===== config.mk =====
export PLATFORM = sky130hd
export DESIGN_NAME = vga_mem_arbiter
export DESIGN_NICKNAME = d
export VERILOG_FILES = /design/src/rtl/vga_pkg.sv /design/src/rtl/vga_regfile.sv /design/src/rtl/vga_mem_arbiter.sv
export SDC_FILE = /design/constraint.sdc
export NUM_CORES = 1
export LEC_CHECK = 0
export ABC_AREA = 1
export CAP_MARGIN = 5
export CORE_MARGIN = 10
export CORE_UTILIZATION = 40
export DETAILED_ROUTE_END_ITERATION = 10
export MAX_ROUTING_LAYER = met4
export PLACE_DENSITY = 0.57
export SKIP_CTS_REPAIR_TIMING = 1
export SYNTH_ARGS = -nofsm -noshare
export SYNTH_HDL_FRONTEND = slang
export SYNTH_SLANG_ARGS = --single-unit

===== constraint.sdc =====
create_clock -name clk -period 12.1 [get_ports clk]
set_input_delay 1.21 -clock clk [delete_from_list [all_inputs] [get_ports clk]]
set_output_delay 1.21 -clock clk [all_outputs]
set_load 0.05 [all_outputs]

===== src/rtl/vga_pkg.sv =====
// Shared VGA constants and the write-scheduler state encoding.
// Also holds the blanking-window decode used by the arbiter.
package vga_pkg;

    localparam int unsigned HD_DEFAULT = 640;
    localparam int unsigned VD_DEFAULT = 480;
    localparam int unsigned PX_W       = 10;

    typedef enum logic [1:0] {
        IDLE = 2'd0,
        PEND = 2'd1,
        ACK  = 2'd2
    } wr_state_t;

    function automatic logic in_window(
        input logic [PX_W-1:0] x,
        input logic [PX_W-1:0] y,
        input logic [PX_W-1:0] hd,
        input logic [PX_W-1:0] vd,
        input logic            vblank_only
    );
        if (vblank_only)
            return (y >= vd);
        else
            return (x >= hd) || (y >= vd);
    endfunction

endpackage


===== src/rtl/vga_regfile.sv =====
// Single-port display register file: synchronous write, registered read,
// every word cleared asynchronously on rst.
module vga_regfile #(
    parameter int unsigned AW = 4,
    parameter int unsigned DW = 8
) (
    input  logic          clk,
    input  logic          rst,
    input  logic          rd_en,
    input  logic [AW-1:0] rd_addr,
    output logic [DW-1:0] rd_data,
    output logic          rd_valid,
    input  logic          we,
    input  logic [AW-1:0] wr_addr,
    input  logic [DW-1:0] wr_data
);

    localparam int unsigned DEPTH = 1 << AW;

    logic [DW-1:0] mem [DEPTH];

    always_ff @(posedge clk or posedge rst) begin
        if (rst) begin
            for (int unsigned i = 0; i < DEPTH; i++)
                mem[i] <= '0;
            rd_data  <= '0;
            rd_valid <= 1'b0;
        end else begin
            if (we)
                mem[wr_addr] <= wr_data;
            if (rd_en)
                rd_data <= mem[rd_addr];
            rd_valid <= rd_en;
        end
    end

endmodule


===== src/rtl/vga_mem_arbiter.sv =====
// Arbitrates the display register file between the pixel renderer (reads,
// absolute priority) and the RTC controller (4-phase writes gated to blanking).
module vga_mem_arbiter #(
    parameter int unsigned AW          = 4,
    parameter int unsigned DW          = 8,
    parameter int unsigned HD          = vga_pkg::HD_DEFAULT,
    parameter int unsigned VD          = vga_pkg::VD_DEFAULT,
    parameter int unsigned VBLANK_ONLY = 1
) (
    input  logic          clk,
    input  logic          rst,
    input  logic [9:0]    px_X,
    input  logic [9:0]    px_Y,
    input  logic          rd_req,
    input  logic [AW-1:0] rd_addr,
    output logic [DW-1:0] rd_data,
    output logic          rd_valid,
    input  logic          wr_req,
    input  logic [AW-1:0] wr_addr,
    input  logic [DW-1:0] wr_data,
    output logic          wr_ack,
    output logic          wr_busy,
    output logic          vblank_start
);

    import vga_pkg::*;

    localparam logic [9:0] HD_L = 10'(HD);
    localparam logic [9:0] VD_L = 10'(VD);

    wr_state_t     state_q;
    wr_state_t     state_d;
    logic          win;
    logic          commit;
    logic [AW-1:0] wr_addr_q;
    logic [DW-1:0] wr_data_q;
    logic [9:0]    py_d;

    assign win = in_window(px_X, px_Y, HD_L, VD_L, VBLANK_ONLY != 0);

    always_ff @(posedge clk or posedge rst) begin
        if (rst)
            state_q <= IDLE;
        else
            state_q <= state_d;
    end

    always_comb begin
        state_d = state_q;
        case (state_q)
            IDLE:    if (wr_req)          state_d = PEND;
            PEND:    if (win && !rd_req)  state_d = ACK;
            ACK:     if (!wr_req)         state_d = IDLE;
            default:                      state_d = IDLE;
        endcase
    end

    // A read in the same cycle always wins; the commit simply retries later.
    always_comb begin
        wr_busy = 1'b0;
        wr_ack  = 1'b0;
        commit  = 1'b0;
        case (state_q)
            PEND: begin
                wr_busy = 1'b1;
                commit  = win && !rd_req;
            end
            ACK:     wr_ack = 1'b1;
            default: ;
        endcase
    end

    always_ff @(posedge clk or posedge rst) begin
        if (rst) begin
            wr_addr_q <= '0;
            wr_data_q <= '0;
        end else if (state_q == IDLE && wr_req) begin
            wr_addr_q <= wr_addr;
            wr_data_q <= wr_data;
        end
    end

    // px_Y sits at VD for a whole line, so only the first cycle there pulses.
    always_ff @(posedge clk or posedge rst) begin
        if (rst) begin
            py_d         <= '0;
            vblank_start <= 1'b0;
        end else begin
            py_d         <= px_Y;
            vblank_start <= (px_Y == VD_L) && (py_d != VD_L);
        end
    end

    vga_regfile #(
        .AW (AW),
        .DW (DW)
    ) u_regfile (
        .clk      (clk),
        .rst      (rst),
        .rd_en    (rd_req),
        .rd_addr  (rd_addr),
        .rd_data  (rd_data),
        .rd_valid (rd_valid),
        .we       (commit),
        .wr_addr  (wr_addr_q),
        .wr_data  (wr_data_q)
    );

endmodule


======== After elaboration in Yosys (flattened, before gate mapping) ========
Cells that the tools add are included.
word-level totals
  register bits ........................... 162
  input bits .............................. 40
  output and inout bits ................... 12
  word-level logic and storage cells ...... 56
operators by class
  order comparisons ....................... 4
  equal/unequal tests ..................... 7
  mux-type cells .......................... 13
  bitwise operators ....................... 2
  reductions and logical operators ........ 7
operators with widths
  operator             count
  $bwmux 128           1
  $bmux 8 s4           1
  $demux 8 s4          1
  $mux 8               3
  $eq 10x9->1 const B  1
  $ge 10x9->1 const B  1
  $ge 5x5->1 const B   2
  $ne 10x9->1 const B  1
  $not 4->5            2
  $mux 2               3
  $ne 2x2->1 const B   3
  $pmux 2 s3           1
  $lt 5x1->1 const B   1
  $logic_and 1x1->1    4
  $mux 1               3
  $reduce_and 3->1     1
  $eq 2x1->1 const B   1
  $eq 2x2->1 const B   1
  $logic_not 2->1      1
  $logic_not 1->1      1

======== Logic depth before layout (Yosys ltp) ========
Gate-level depths: netlist of run 1.
  depth after elaboration ................. 6
  mapped depth ............................ 10
  mapped depth without buffers ............ 9

======== Hierarchy ========
Synthesis of run 1 repeated with hierarchy kept, for this count alone.
second synthesis, totals
  cell total of the unflattened synthesis .. 873
  area, all modules ....................... 7138.1 µm²
by module, submodules not included
  module           instances  cells an instance  area each (µm²)  seq. area each (µm²)
  vga_regfile      1          774                6168.4           3428.3
  vga_mem_arbiter  1          99                 969.7            625.6

======== Worst setup path before layout of run 1 ========
Ideal clock, no wire load.
  kind .................................... reg2out
  start point ............................. reg state_q[1]
  end point ............................... out wr_ack
  data arrival time ....................... 1.105 ns
  required time ........................... 10.890 ns
  path slack .............................. 9.785 ns
  stages on the path, launching flop included .. 3
  path buffers ............................ 0
  path through ............................ dfrtp_1 inv_1 nor2_1
on the way
  cells in the longest elaborated chain, start to end .. 2
ends and longest elaborated chain
  item                      RTL line               RTL
  start: declaration        vga_mem_arbiter.sv:31  wr_state_t state_q;
  start signal: assignment  vga_mem_arbiter.sv:45  state_q <= state_d;
  $eq 2x2->1                vga_mem_arbiter.sv:63  case (state_q)
  $mux 1                    vga_mem_arbiter.sv:63
  end: declaration          vga_mem_arbiter.sv:21  output logic wr_ack,
No other way between the ends.

======== Worst setup path after layout of run 1 ========
  start point ............................. reg state_q[1]
  end point ............................... out wr_busy
on the way
  cells in the longest elaborated chain, start to end .. 2
ends and longest elaborated chain
  item              RTL line               RTL
  $eq 2x1->1        vga_mem_arbiter.sv:63
  $mux 1            vga_mem_arbiter.sv:63
  end: declaration  vga_mem_arbiter.sv:22  output logic wr_busy,
No other way between the ends.

==> results.md, run 1 <==
- Switching power: 0.000619 W
- Vias in the first global route: 5486
- Placed cell area: 7750 um2
- Startpoint Class: register
- N_diodes: 0
- Worst slew margin: 0.215
- Leakage Power: 3.85 nW
- Final hold violation count: 0
- Layout area overhead: 12.8%
- Sequential share of the synthesized area: 0.545
- Routed WL: 17.9 mm
- Synthesized cell area: 7440 um2
- Tcrit/Tclk final: 0.297
- FF+latch count, synth: 162
- CP arrival: 2.38 ns
- Net Sw Frac: 0.340
- DR pass1 iterations: 5
- Pint: 0.00120 W
- Vias: about 5600
- Outcome: finished, final reports clean
- Clock root cell: clkbuf_16
- CP endpoint kind: output port
- Starting Density: 0.410
- Dpl hpwl: 11.0 mm
- Period minus WS final: 3.59 ns
- Placed cell count: 1085
- Setup TNS: 0 ns
- Area of the core: 18100 um2
- PwrDens: 217 nW/um2
- Core Util, Final: 0.463
- DR DRC count: 0
- Clock share of power: 0.321
- Num rows: approximately 50
- Finished Layout Cells: 1117
- Post-route cell area: 8400 um2
- Avg Synthesized Cell Area: 8.61 um2
- Sequential Power Share: 0.426
- Drt wl/cell: approximately 16 um
- 1st-iter DRT viols: 439
- Max VDD drop: about 0.14 mV
- WS Path Type: register to output port
- Max Clock Freq: 0.278 GHz
- CTS buffer count: 17
- Port buffer count: ~40
- Sequential cell area: 4050 um2
- Placer Congestion: between 0.8 and 0.9
- CTS H-tree lvls: 4
- Max Buffers Root-to-Sink: 2
- Die area: 24500 um2
- Overall Global Routing Usage: 0.159
- Unrepaired setup endpoints after global routing: no
- Syn. warnings: 0
- Initial antenna violation count: 0
- Total Nets Final: 915
- Worst-Skew Late Latency: about 0.43 ns
- Crit Path Max Fanout: 19
- Syn Nets: 904
- I/O pin total: between 50 and 60
- Multi-input logic area: 2870 um2
- Synth Instances: 864
- Worst EP required: ~11 ns
- Max-capacitance violation count: 0
- Width of the chip: 156 um
- Largest net degree at the start of global routing: 109
- First-pass GRT wire length: 29.8 mm
- CTS tree: built
- Worst hold slack: 0.480 ns
- Count of pins over their slew limit: 0
- Post-DRT Antenna Nets: 0
- Comb power frac: 0.253
- Layout cells sized above 1: 0.0777
- Fill count: 1823
- Via-per-instance ratio: ~5
- Worst hold-check path type: register to register
- # setup viols final: 0
- Clk pin slew, worst setup/hold paths: around 0.07 ns
- Gr ovfl total: 0
- Worst slew pin tran: 1.18 ns
- Die H: 156 um
- Clock sink count: 162
- Distinct cells, synth: 28
- Skew final: roughly 0.011 ns
cell usage after synthesis (all sizes together):
| cell | number | share of area |
|---|---|---|
| clkbuf | 13 | 0.0079 |
| dfrtp | 162 | 0.54 |
| nor3 | 2 | 0.0013 |
| nand3b | 1 | 0.0010 |
| nand3 | 115 | 0.091 |
| nand4 | 1 | 0.00084 |
| and2 | 1 | 0.0012 |
| a22o | 1 | 0.0012 |
| clkdlybuf4s15 | 6 | 0.0081 |
| nor4 | 1 | 0.00084 |
| nor2 | 33 | 0.018 |
| o21ai | 129 | 0.097 |
| inv | 23 | 0.012 |
| o21bai | 1 | 0.0010 |
| nand2 | 328 | 0.17 |
| a21oi | 12 | 0.0081 |
| buf | 35 | 0.041 |
metal layers:
metal | up-vias | global-route usage | part of all wire
li1 | 2859 | - | -
met1 | 2625 | 0.210 | 0.50
met2 | 109 | 0.237 | 0.44
met3 | 18 | 0.0389 | 0.043
met4 | 0 | 0.0490 | 0.015
met5 | - | - | 0
power groups by stage:
stage | logic (W) | clock network (W) | registers [W]
floorplan | 0.000340 | 0 | 0.000786
global placement | 0.000459 | 0 | 0.000780
detailed placement | 0.000470 | 0 | 0.000781
CTS | 0.000470 | 0.000596 | 0.000774
global route | 0.000532 | 0.000617 | 0.000795
finish | 0.000462 | 0.000585 | 0.000776
path summary, 6_finish.rpt:
| kind | start | end | slack [ns] | cells after the start |
|---|---|---|---|---|
| max | state_q[1] | wr_busy | 8.51 | 2 |
| min | u_regfile.rd_data[2] | u_regfile.rd_data[2] | 0.48 | 2 |
| max reg2reg | state_q[1] | u_regfile.mem[47] | 9.92 | 3 |
| min reg2reg | u_regfile.rd_data[2] | u_regfile.rd_data[2] | 0.48 | 2 |
| max in group asynchronous | rst | u_regfile.mem[91] | 9.40 | 3 |
| min in group asynchronous | rst | py_d[4] | 1.36 | 2 |
cells in the final DEF (no fill, tap or decap), drive strengths merged:
master / synthesis / final
dfrtp: 162 / 162
clkdlybuf4s50: 0 / 40
bufinv: 0 / 5
a22o: 1 / 1
and2: 1 / 1
nor4: 1 / 1
o21bai: 1 / 1
o21ai: 129 / 129
nor2: 33 / 33
nand3b: 1 / 1
inv: 23 / 23
a21oi: 12 / 12
nand3: 115 / 115
clkinvlp: 0 / 5
buf: 35 / 6
nor3: 2 / 2
clkbuf: 13 / 19
clkinv: 0 / 3
nand4: 1 / 1
nand2: 328 / 328
area by class of cell:
class                   instances  share of cell area
clock buffers                  19              0.0516
clock inverters                13              0.0250
inverters                      23              0.0115
multi-input cells             625               0.342
flip-flops and latches        162               0.483
well taps                     229              0.0341
repair buffers                 46              0.0527
per-stage QoR:
step / power (W) / worst slack [ns]
floorplan: 0.00113 / 6.51
global route: 0.00194 / 8.38
global placement: 0.00124 / 8.62
finish: 0.00182 / 8.51
CTS: 0.00184 / 8.47
detailed placement: 0.00125 / 8.60
critical path: stages, from the launching register on:
cell	delay, ns
dfrtp_1	0.41
nor2_4	0.60
clkdlybuf4s50_1	0.94
flip-flops by register name, indices dropped and copies added (netlist names):
name                count
state_q                 2
vblank_start            1
u_regfile.rd_valid      1
u_regfile.mem         128
wr_data_q               8
wr_addr_q               4
u_regfile.rd_data       8
py_d                   10
cells by family (layout without fill, tap and decap cells):
kind of cell | Yosys count | after routing | synth area share
and+or+nand+nor | 482 | 482 | 0.279
DFF | 162 | 162 | 0.545
AOI/OAI and AO/OA | 143 | 143 | 0.107
buffers and inverters | 77 | 101 | 0.0689
No activity file was read; power rests on OpenSTA's default activity.
==> run 2: changes to the inputs <==
PLACE_DENSITY = 0.59   (was 0.57)
clock period = 3 ns   (was 12.1 ns; I/O delays follow)
==> results.md, run 2 (synthesized netlist as in run 1, its figures left out) <==
- Origin of the worst min-delay path: px_Y[5]
- First-pass GRT wire length: 29.8 mm (about the same)
- Gr ovfl total: 0 (unchanged)
- Tcrit/Tclk final: 0.717
- Initial antenna violation count: 0 (unchanged)
- Most frequent cells in the layout: nand2_1 (328), dfrtp_1 (162), nand3_1 (107)
- Width of the chip: 156 um (unchanged)
- Reg2Reg Launch Point: state_q[1]
- Multi-input logic area: 2870 um2 (unchanged)
- CP endpoint kind: output port
- Worst hold-check path type: input pin to register
- Max-capacitance violation count: 0 (unchanged)
- Critical path launch point: state_q[1]
- Total Nets Final: 923 (+0.87%)
- Area of the core: 18100 um2 (unchanged)
- Skew final: 0.0121 ns (+0.000798 ns)
- Die H: 156 um (unchanged)
- CTS buffer count: 17 (unchanged)
- Crit Path Max Fanout: 2 (-17)
- Clock sink count: 162 (unchanged)
- Largest net degree at the start of global routing: 65 (-40%)
- Starting Density: 0.410 (unchanged)
- Post-DRT Antenna Nets: 0 (unchanged)
- CTS tree: built
- Worst hold slack: 0.327 ns (-0.153 ns)
- Startpoint Class: register
- Routed WL: 18.1 mm (+0.93%)
- Clk pin slew, worst setup/hold paths: 0.06 ns (about the same)
- Layout area overhead: 14.8%
- Worst slew margin: 0.461 (+0.247)
- Final hold violation count: 0 (unchanged)
- Dpl hpwl: 11.2 mm (+1.9%)
- Leakage Power: 3.93 nW (+2.0%)
- Outcome: finished, final reports clean
- Biggest regs: u_regfile.mem (128), py_d (10)
- Unrepaired setup endpoints after global routing: no
- Fill count: 1776 (-2.6%)
- Vias in the first global route: 5479 (-0.13%)
- Vias: 5705 (+1.7%)
- Count of pins over their slew limit: 0 (unchanged)
- Layout cells sized above 1: 0.0871 (+0.00935)
- Port buffer count: 41 (unchanged)
- Max Clock Freq: between 0.4 and 0.5 GHz
- Via-per-instance ratio: 5.07 (+0.95%)
- Register bank with the most flops: u_regfile.mem
- Num rows: 49 (unchanged)
- DR DRC count: 0 (unchanged)
- Placer Congestion: 0.821 (-4.0%)
- N_diodes: 0 (unchanged)
- Finished Layout Cells: 1125 (+0.72%)
- Max reg flops: 128 (unchanged)
- 1st-iter DRT viols: 606 (+38%)
- Period minus WS final: 2.15 ns
- I/O pin total: 52 (unchanged)
- Worst-Skew Late Latency: 0.44 ns (about the same)
- Power Total: 0.00758 W (+320%)
- Worst slew pin tran: 0.807 ns (-0.371 ns)
- # setup viols final: 0 (unchanged)
- DR pass1 iterations: 7 (+2)
- Placed cell count: 1093 (+0.74%)
- Clock root cell: clkbuf_16
- Sequential cell area: 4050 um2 (unchanged)
- Worst EP required: 2.70 ns (-8.19 ns)
- CTS H-tree lvls: 4 (unchanged)
- Setup TNS: 0 ns (unchanged)
- Drt wl/cell: 16.1 um (+0.21%)
- Die area: 24500 um2 (unchanged)
- Overall Global Routing Usage: 0.159 (-0.000338)
- WS Path Type: register to output port
- Max Buffers Root-to-Sink: 2 (unchanged)
- PwrDens: 888 nW/um2 (+310%)
- Most common cell after layout, fill and taps aside: nand2_1
- Max VDD drop: 0.769 mV (+440%)
- CP arrival: 1.85 ns (-0.53 ns)
run 2: final timing paths:
kind,end,slack [ns],depth (start not counted)
worst max-delay path,wr_ack,0.85,3
worst min-delay path,py_d[5],0.33,1
worst max register to register,u_regfile.mem[55],1.20,5
worst min register to register,u_regfile.rd_data[6],0.48,2
max in group asynchronous,wr_addr_q[1],1.88,3
min in group asynchronous,py_d[2],0.36,2
run 2: per-stage QoR:
stage / util / worst slack (ns) / area, um2
6_report: 0.471 / 0.848 / 8540
5_1_grt: 0.471 / 0.752 / 8540
4_1_cts: 0.471 / 0.836 / 8540
3_5_place_dp: 0.433 / 0.486 / 7850
3_3_place_gp: 0.433 / 0.601 / 7850
2_1_floorplan: - / 0.643 / 7440
run 2: final cells by class:
cell class / count / share of cell area
clock inverter: 14 / 0.0305
inverter: 23 / 0.0111
sequential: 162 / 0.475
multi-input combinational: 625 / 0.337
tap: 229 / 0.0336
clock buffer: 18 / 0.0503
timing repair buffer: 54 / 0.0633
run 2: report_power, final:
group	switching, W	internal [W]	leakage [nW]
clock	0.000902	0.00164	0.326
combinational	0.00131	0.000589	1.49
sequential	0.000319	0.00281	2.11
total	0.00254	0.00504	3.93
run 2: layer usage:
metal  GRT usage  share of wire  vias to the layer above
met4      0.0584          0.021                        0
met2       0.235           0.44                      140
li1            -              -                     2863
met5           -              0                        -
met1       0.209           0.49                     2675
met3      0.0359          0.052                       27
run 2: worst max-delay path: stages (launching register included):
cell             delay (ns)
dfrtp_1                0.39
inv_1                  0.07
nor2_1                 0.13
clkdlybuf4s50_1        0.84
==> RTL change (config.mk and constraints of run 2) <==
`AW` is set to 4 in 2 places; all go to 3.
--- a/src/rtl/vga_regfile.sv
+++ b/src/rtl/vga_regfile.sv
@@ -1,7 +1,7 @@
 // Single-port display register file: synchronous write, registered read,
 // every word cleared asynchronously on rst.
 module vga_regfile #(
-    parameter int unsigned AW = 4,
+    parameter int unsigned AW = 3,
     parameter int unsigned DW = 8
 ) (
     input  logic          clk,
--- a/src/rtl/vga_mem_arbiter.sv
+++ b/src/rtl/vga_mem_arbiter.sv
@@ -1,7 +1,7 @@
 // Arbitrates the display register file between the pixel renderer (reads,
 // absolute priority) and the RTC controller (4-phase writes gated to blanking).
 module vga_mem_arbiter #(
-    parameter int unsigned AW          = 4,
+    parameter int unsigned AW          = 3,
     parameter int unsigned DW          = 8,
     parameter int unsigned HD          = vga_pkg::HD_DEFAULT,
     parameter int unsigned VD          = vga_pkg::VD_DEFAULT,
Ports: changed (resized rd_addr and wr_addr); port bits go from 52 to 50. No check against the original RTL was run, so the function may have changed too.
==> RTL change against run 2 <==
Synthesized area is 36% lower. Critical path type unchanged. Non-clock buffer count is 10 lower. Total power is 39% lower. Cell area is 36% lower. Critical path depth stayed put. Sequential cell count is 65 lower. First-iteration DRC count is 46% lower. Count of clock-buffer cells in the layout is 6 lower. Wire length is 34% lower. Clock power is 59% lower. Clock skew is 0.0062 ns lower. Worst setup slack better by 0.12 ns. Global-route usage is 0.48 points lower.
==> RTL change: results (changes against run 2) <==
Hold crit path type -> primary input to asynchronous set/reset pin
Post-Synthesis Cells -> 528 (-39%)
Clock skew -> 0.00585 ns (-0.00624 ns)
Status -> complete, no violations
Final nets -> 581 (-37%)
GPL Wtd Cong -> 0.834 (+1.6%)
First-pass GRT wire length -> 19900 µm (-33%)
Max VDD drop -> 571 µV (-26%)
Yosys warnings -> 0 (unchanged)
Arr. time, crit path -> 1.73 ns (-0.12 ns)
Share of layout cells above drive strength 1 -> 9.69% (+0.98 points)
Pre-antenna DRT Iters -> 4 (-3)
Placed Area -> 5180 µm² (-34%)
Synth area leaders -> dfrtp_1, nand2_1, nand4_1
FF-to-FF End -> u_regfile.mem[29]
Clock latency on the worst-skew pair -> 0.35 ns (-0.09 ns)
Dpl ws -> 0.902 ns (+0.416 ns)
Hpwl dp -> 7560 µm (-32%)
Met1 GRT Util -> 20.3% (-0.64 points)
Grt met2 use -> 22.8% (-0.65 points)
Via density -> 5.53 (+9.1%)
Largest net degree at the start of global routing -> 75 (+15%)
PortBufs -> 39 (-4.9%)
Netlist cell types -> 26 (-7.1%)
Worst-margin pin slew -> 0.906 ns (+0.0987 ns)
Top Registers -> u_regfile.mem x64, py_d x10
DR WL/cell -> 17.2 µm (+7.0%)
Gr usage total -> 15.4% (-0.48 points)
H-tree Lvls -> 3 (-1)
Crit-path max cell delay -> 0.82 ns (-0.02 ns)
Lkg Pwr -> 2.57 nW (-35%)
FF-to-FF setup slack -> 1.12 ns (-0.08 ns)
1st-iter DRT viols -> 327 (-46%)
Detailed-route via count -> 3817 (-33%)
Syn nets -> 566 (-37%)
RTL change: changes by cell type after synthesis, moves of 10 or more:
| cell | before | now |
|---|---|---|
| dfrtp_1 | 162 | 97 |
| o21ai_1 | 44 | 0 |
| o21ai_2 | 20 | 0 |
| nand4_1 | 1 | 65 |
| nand3_1 | 107 | 26 |
| o211ai_1 | 0 | 16 |
| buf_6 | 17 | 7 |
| nand2_1 | 328 | 164 |
| nor2_1 | 32 | 4 |
| o21ai_0 | 65 | 17 |
| inv_1 | 21 | 42 |
RTL change: routing by layer:
layer  vias to the layer above  share of wire (%)
met5                         -                  0
met4                         0                2.0
met3                        18                5.9
met2                       131                 46
met1                      1842                 46
li1                       1826                  -
RTL change: worst min-delay path by stage:
stage / start / end / slack [ns] / cells past startpoint
final: rst / u_regfile.mem[40] / 0.36 / 2
after global routing: rst / u_regfile.mem[40] / 0.41 / 2
after CTS: rst / u_regfile.mem[40] / 0.39 / 2
after detailed placement: u_regfile.mem[63] / u_regfile.mem[63] / 0.46 / 2
after global placement: u_regfile.mem[63] / u_regfile.mem[63] / 0.46 / 2
after floorplan: px_Y[0] / py_d[0] / 0.33 / 0
RTL change: kinds of logic after synthesis:
family,share of synthesized area [%]
mux,1.89
compound gates,6.57
simple gates,32.0
buf+inv,8.77
flops,50.8
RTL change: final cells by class:
| cell class | count | area, µm² |
|---|---|---|
| Fill cell | 1129 | 6120 |
| Sequential cell | 97 | 2430 |
| Multi-Input combinational cell | 345 | 1940 |
| Timing Repair Buffer | 44 | 448 |
| Clock buffer | 12 | 246 |
| Inverter | 46 | 188 |
| Tap cell | 143 | 179 |
| Clock inverter | 3 | 17.5 |
RTL change: report_power, final:
group | internal, mW | switching [mW]
sequential | 1.72 | 0.446
clock | 0.578 | 0.475
combinational | 0.476 | 0.961
